`src/rtl/nibble_array_collector_if.sv`:
```
// Handshake bundle for nibble_array_collector: element input side and packed-word output side.
interface nibble_array_collector_if #(
  parameter int unsigned ELEM_W    = 4,
  parameter int unsigned NUM_ELEMS = 5
);
  logic                                in_valid;
  logic                                in_ready;
  logic [ELEM_W-1:0]                   in_data;
  logic                                in_last;
  logic                                flush;
  logic                                out_valid;
  logic                                out_ready;
  logic [ELEM_W*NUM_ELEMS-1:0]         out_data;
  logic [$clog2(NUM_ELEMS+1)-1:0]      out_count;

  modport master (
    output in_valid, in_data, in_last, flush, out_ready,
    input  in_ready, out_valid, out_data, out_count
  );

  modport slave (
    input  in_valid, in_data, in_last, flush, out_ready,
    output in_ready, out_valid, out_data, out_count
  );
endinterface

```
`src/rtl/nibble_array_collector.sv`:
```
// Gathers serial elements into a fill buffer and presents them as one packed word,
// first element at the MSBs; short words (in_last) are zero-padded.
module nibble_array_collector #(
  parameter int unsigned ELEM_W    = 4,
  parameter int unsigned NUM_ELEMS = 5
) (
  input logic                      clk,
  input logic                      rst_n,
  nibble_array_collector_if.slave  bus
);
  localparam int unsigned OUT_W = ELEM_W * NUM_ELEMS;
  localparam int unsigned IDX_W = $clog2(NUM_ELEMS);
  localparam int unsigned CNT_W = $clog2(NUM_ELEMS + 1);
  localparam logic [IDX_W-1:0] IdxMax = IDX_W'(NUM_ELEMS - 1);

  typedef enum logic [0:0] {StFill, StFull} state_e;

  state_e             st_q, st_d;
  logic [IDX_W-1:0]   idx_q, idx_d;
  logic [ELEM_W-1:0]  arr_q [NUM_ELEMS];
  logic [ELEM_W-1:0]  arr_d [NUM_ELEMS];
  logic [OUT_W-1:0]   out_data_q, out_data_d;
  logic [CNT_W-1:0]   out_count_q, out_count_d;
  logic               ready_q;
  logic [OUT_W-1:0]   word_d;
  logic               in_ready;
  logic               accept;

  // ready_q holds in_ready low until the first edge after reset release
  assign in_ready      = ready_q & ~bus.flush & ((st_q == StFill) | bus.out_ready);
  assign accept        = bus.in_valid & in_ready;
  assign bus.in_ready  = in_ready;
  assign bus.out_valid = (st_q == StFull);
  assign bus.out_data  = out_data_q;
  assign bus.out_count = out_count_q;

  // Word that would be presented if the current element closes it
  always_comb begin
    word_d = '0;
    for (int unsigned i = 0; i < NUM_ELEMS; i++) begin
      if (IDX_W'(i) < idx_q) begin
        word_d[OUT_W-1-i*ELEM_W -: ELEM_W] = arr_q[i];
      end else if (IDX_W'(i) == idx_q) begin
        word_d[OUT_W-1-i*ELEM_W -: ELEM_W] = bus.in_data;
      end
    end
  end

  always_comb begin
    st_d        = st_q;
    idx_d       = idx_q;
    arr_d       = arr_q;
    out_data_d  = out_data_q;
    out_count_d = out_count_q;
    unique case (st_q)
      StFill: begin
        if (bus.flush) begin
          idx_d = '0;
          for (int unsigned i = 0; i < NUM_ELEMS; i++) arr_d[i] = '0;
        end else if (accept) begin
          if (idx_q == IdxMax || bus.in_last) begin
            out_data_d  = word_d;
            out_count_d = CNT_W'(idx_q) + CNT_W'(1);
            idx_d       = '0;
            for (int unsigned i = 0; i < NUM_ELEMS; i++) arr_d[i] = '0;
            st_d        = StFull;
          end else begin
            arr_d[idx_q] = bus.in_data;
            idx_d        = idx_q + IDX_W'(1);
          end
        end
      end
      StFull: begin
        if (bus.flush) begin
          idx_d = '0;
          for (int unsigned i = 0; i < NUM_ELEMS; i++) arr_d[i] = '0;
        end
        if (bus.out_ready) begin
          out_data_d  = '0;
          out_count_d = '0;
          st_d        = StFill;
          // idx_q is 0 in this state, so word_d is {in_data, zeros}
          if (accept) begin
            if (bus.in_last) begin
              out_data_d  = word_d;
              out_count_d = CNT_W'(1);
              st_d        = StFull;
            end else begin
              arr_d[0] = bus.in_data;
              idx_d    = IDX_W'(1);
            end
          end
        end
      end
      default: st_d = StFill;
    endcase
  end

  always_ff @(posedge clk or negedge rst_n) begin
    if (!rst_n) begin
      st_q        <= StFill;
      idx_q       <= '0;
      out_data_q  <= '0;
      out_count_q <= '0;
      ready_q     <= 1'b0;
      for (int unsigned i = 0; i < NUM_ELEMS; i++) arr_q[i] <= '0;
    end else begin
      st_q        <= st_d;
      idx_q       <= idx_d;
      out_data_q  <= out_data_d;
      out_count_q <= out_count_d;
      ready_q     <= 1'b1;
      for (int unsigned i = 0; i < NUM_ELEMS; i++) arr_q[i] <= arr_d[i];
    end
  end
endmodule
```
`src/flat_wrapper.sv`:
```
// flat-port wrapper written by rule: the top's interface ports become plain ports
module nibble_array_collector_flat 
#(
  parameter int unsigned ELEM_W    = 4,
  parameter int unsigned NUM_ELEMS = 5
)
  (clk, rst_n, bus_in_valid, bus_in_data, bus_in_last, bus_flush, bus_out_ready, bus_in_ready, bus_out_valid, bus_out_data, bus_out_count);
  nibble_array_collector_if #(.ELEM_W(ELEM_W), .NUM_ELEMS(NUM_ELEMS)) bus_i ();
  input logic clk;
  input logic rst_n;
  input wire logic [$bits(bus_i.in_valid)-1:0] bus_in_valid;
  input wire logic [$bits(bus_i.in_data)-1:0] bus_in_data;
  input wire logic [$bits(bus_i.in_last)-1:0] bus_in_last;
  input wire logic [$bits(bus_i.flush)-1:0] bus_flush;
  input wire logic [$bits(bus_i.out_ready)-1:0] bus_out_ready;
  output wire logic [$bits(bus_i.in_ready)-1:0] bus_in_ready;
  output wire logic [$bits(bus_i.out_valid)-1:0] bus_out_valid;
  output wire logic [$bits(bus_i.out_data)-1:0] bus_out_data;
  output wire logic [$bits(bus_i.out_count)-1:0] bus_out_count;
  assign bus_i.in_valid = bus_in_valid;
  assign bus_i.in_data = bus_in_data;
  assign bus_i.in_last = bus_in_last;
  assign bus_i.flush = bus_flush;
  assign bus_i.out_ready = bus_out_ready;
  assign bus_in_ready = bus_i.in_ready;
  assign bus_out_valid = bus_i.out_valid;
  assign bus_out_data = bus_i.out_data;
  assign bus_out_count = bus_i.out_count;
  nibble_array_collector #(.ELEM_W(ELEM_W), .NUM_ELEMS(NUM_ELEMS)) u_core (.clk(clk), .rst_n(rst_n), .bus(bus_i));
endmodule
```
`config.mk`:
```
export PLATFORM = sky130hd
export DESIGN_NAME = nibble_array_collector_flat
export DESIGN_NICKNAME = d
export VERILOG_FILES = /design/src/rtl/nibble_array_collector_if.sv /design/src/rtl/nibble_array_collector.sv /design/src/flat_wrapper.sv
export SDC_FILE = /design/constraint.sdc
export NUM_CORES = 1
export LEC_CHECK = 0
export CAP_MARGIN = 20
export CORE_MARGIN = 2
export CORE_UTILIZATION = 60
export CTS_CLUSTER_DIAMETER = 200
export DETAILED_ROUTE_END_ITERATION = 8
export DONT_BUFFER_PORTS = 1
export GPL_TIMING_DRIVEN = 0
export PLACE_DENSITY = 0.76
export SYNTH_ARGS = -nofsm -noshare
export SYNTH_HDL_FRONTEND = slang
export SYNTH_SLANG_ARGS = --single-unit
```
`constraint.sdc`:
```
create_clock -name clk -period 2.4 [get_ports clk]
set_clock_uncertainty 0.05 [all_clocks]
set_input_delay 0.36 -clock clk [delete_from_list [all_inputs] [get_ports clk]]
set_output_delay 0.36 -clock clk [all_outputs]
set_load 0.05 [all_outputs]
```
==> run metrics, run 1 <==
cell taking the most area after synthesis dfrtp_1; Syn Nets 239; Leakage about 0.0012 µW; synth top area cells dfrtp_1 (52%), a22o_1 (7.5%), nand2_1 (5.2%); worst hold start bus_out_ready; synth-to-layout area growth 11.1%; Worst Hold Class in2reg; # setup viols final 0; ANT nets after route 0; Tot GR Track Use 27.3%; Crit Path Class reg2reg; Starting DRT DRC Count around 180; syn_area_per_cell ~10 µm²; Pint about 1200 µW; CP Max Fanout 10; grt total ovfl 0; Via density about 6.2; switching share of power between 30 and 40%; Die Wd around 66 µm; Seq/Total Area, Yosys approximately half; arrival time worst endpoint around 2.5 ns; # port buffers 0; hold depth 1; vias in the first global route between 1500 and 2000; fraction of final layout cells sized beyond drive strength 1 16.7%; total vias in the final route between 1500 and 2000; Initial Util 63.2%; worst hold slack roughly 0.11 ns; CTS Sinks 48; prevailing post-synth register cell dfrtp_1; RSZ-0062 raised after global routing false; status finished clean; # nets final 251; Core ar. roughly 3700 µm²; Slew @ Worst Pin approximately 0.6 ns; Worst Reg2Reg Path Length in Cells 9; post-DP HPWL between 3000 and 4000 µm; fin. max-slew vios 0; max-capacitance violation count 0; worst r2r src u_core.idx_q[0]; final wirelength about 5300 µm; Reg clk slew, reported paths ~0.090 ns; Rows 22; CP Data Required Time ~2.6 ns; Pwr per Cell Area 677 nW/µm²; Post-Synthesis Cells ~230; Die H 66.3 µm; first-pass GRT wire length between 9000 and 10000 µm; Tmin final ~2.3 ns; Final Util a little over two thirds; synth unique cells 41; Async SR Flop Fraction between 90% and 100%; synthesized area approximately 2300 µm²; CTS root buf clkbuf_8; antenna diode count 0; Top Ports 35; R2R setup slack roughly 0.12 ns; Synth Register Bits 48; NetSw roughly 540 µW; Clock Path Buffers 2; number of synthesized flops with an enable pin 0; crit path capture type flip-flop; Final Hold Violating Endpoints 0; Num CTS Buffers 5; Slew HR 59.8%; initial antenna violation count 0; Seq pwr share 56.0%; H-Tree Level Count 2; CTS tree yes; Max Freq between 400 and 500 MHz; part of the cycle the worst path needs a little over nine tenths; Die ar. approximately 4400 µm²; Yosys top cell area share between 50% and 60%; Ys Warns 0; Critical Path Start Type flip-flop; VDD IR-drop max about 0.37 mV; TritonRoute pass-1 iters 5; detailed-route DRC error count 0; largest net degree at the start of global routing between 40 and 50; Reg-to-Reg End u_core.bus.out_data[9]; hold endpoint u_core.bus.out_valid; RD Place Congestion ~0.86; WL per Instance between 15 and 20 µm; Sum Neg Setup Slack 0 ns; clk_lat worst skew 0.31 ns; Logic pwr share 10.9%; Clk network pwr share between 30% and 40%
cells by family (layout without fill, tap and decap cells):
kind of cell	Yosys count	in the layout	synth area share, %
mux	1	1	0.429
flops	48	48	51.5
other cells	1	1	0.161
simple gates	72	72	16.8
fa+ha+maj	3	3	1.61
buf+inv	16	29	3.65
compound gates	84	84	25.4
xor+xnor	1	1	0.376
worst max-delay path, cell delays in order (launching register included):
cell	delay [ns]
dfrtp_1	0.40
clkbuf_4	0.20
clkinvlp_4	0.12
ha_1	0.14
buf_2	0.24
a21oi_4	0.11
o41a_4	0.42
nand2b_4	0.20
buf_6	0.18
o21ai_2	0.14
metrics by stage:
stage	power [µW]	std cells	cell area, µm²	worst slack, ns
after floorplan	1110	226	2340	0.300
final	1750	287	2590	0.124
after global placement	1150	274	2400	0.0509
after global routing	1820	287	2590	0.00396
after detailed placement	1160	274	2400	0.00850
after CTS	1750	286	2560	0.0113
cell type report:
class                      instances  area [µm²]
multi-input combinational        162        1060
buffer                            13        80.1
timing repair buffer               5        60.1
inverter                           3        15.0
fill                             264        1100
sequential                        48        1200
tap                               48        60.1
clock inverter                     2        35.0
clock buffer                       6        72.6
state kept, by name (all words and copies together), names as in the netlist:
signal / count
u_core.bus.out_valid: 1
u_core.bus.out_data: 20
u_core.idx_q: 3
u_core.arr_q: 20
u_core.ready_q: 1
u_core.bus.out_count: 3
power by group through the flow:
stage,clock network (µW),registers (µW),logic (µW)
after floorplan,0,988,126
after global placement,0,994,153
after detailed placement,0,997,161
after CTS,581,980,186
after global routing,619,984,215
final,581,981,191
what timing repair did:
item	in CTS	in global routing
setup buffers	2	1
hold endpoints to repair	48	0
hold buffers	2	0
gates resized for setup	1	12
pin swaps	0	1
setup endpoints to repair	4	39
cell usage after synthesis (2+ instances only):
cell	n
ha_1	3
buf_6	3
nor2_1	9
o21ai_1	12
inv_1	3
nor3_1	2
a21oi_1	11
nand2_1	32
a22oi_1	4
a31oi_1	10
dfrtp_1	48
buf_2	2
a22o_1	20
clkbuf_1	7
and2_1	5
and3_1	4
nand2b_1	2
o21ai_2	10
nand3b_1	2
nor2b_1	8
a21o_1	2
o21ai_0	8
how the worst max path moves through the flow:
stage / depth (start not counted) / endpoint / from
2_1_floorplan: 4 / bus_in_ready / u_core.bus.out_valid
3_3_place_gp: 8 / u_core.arr_q[8] / u_core.idx_q[0]
3_5_place_dp: 8 / u_core.arr_q[14] / u_core.idx_q[0]
4_1_cts: 9 / u_core.bus.out_data[9] / u_core.idx_q[0]
5_1_grt: 9 / u_core.arr_q[0] / u_core.idx_q[0]
6_report: 9 / u_core.bus.out_data[9] / u_core.idx_q[0]
layout by cell type, fill, tap and decap left out, types with 5 or more instances in the layout:
cell type	synthesis	final
o21ai_1	12	15
nor2_1	9	9
a21oi_1	11	11
clkbuf_8	0	5
and2_1	5	5
nor2b_1	8	8
a22o_1	20	20
o21ai_2	10	10
o21ai_0	8	5
nand2_1	32	32
clkbuf_1	7	6
a31oi_1	10	10
dfrtp_1	48	47
routing by layer:
metal  vias up  GRT usage, %  share of wire, %
met5         -             0                 0
met4         0          6.63              0.94
met3         4          5.11               4.2
met2        51          46.3                51
met1       891          36.2                44
li1        840             -                 -
(Power assumes the default switching activity.)
==> run 2, diff against run 1 <==
--- a/config.mk
+++ b/config.mk
@@ -5,7 +5,6 @@
 export SDC_FILE = /design/constraint.sdc
 export NUM_CORES = 1
 export LEC_CHECK = 0
-export CAP_MARGIN = 20
 export CORE_MARGIN = 2
 export CORE_UTILIZATION = 60
 export CTS_CLUSTER_DIAMETER = 200
==> results of run 2 <==
Final layout, timing and power as in run 1 (identical DEF).
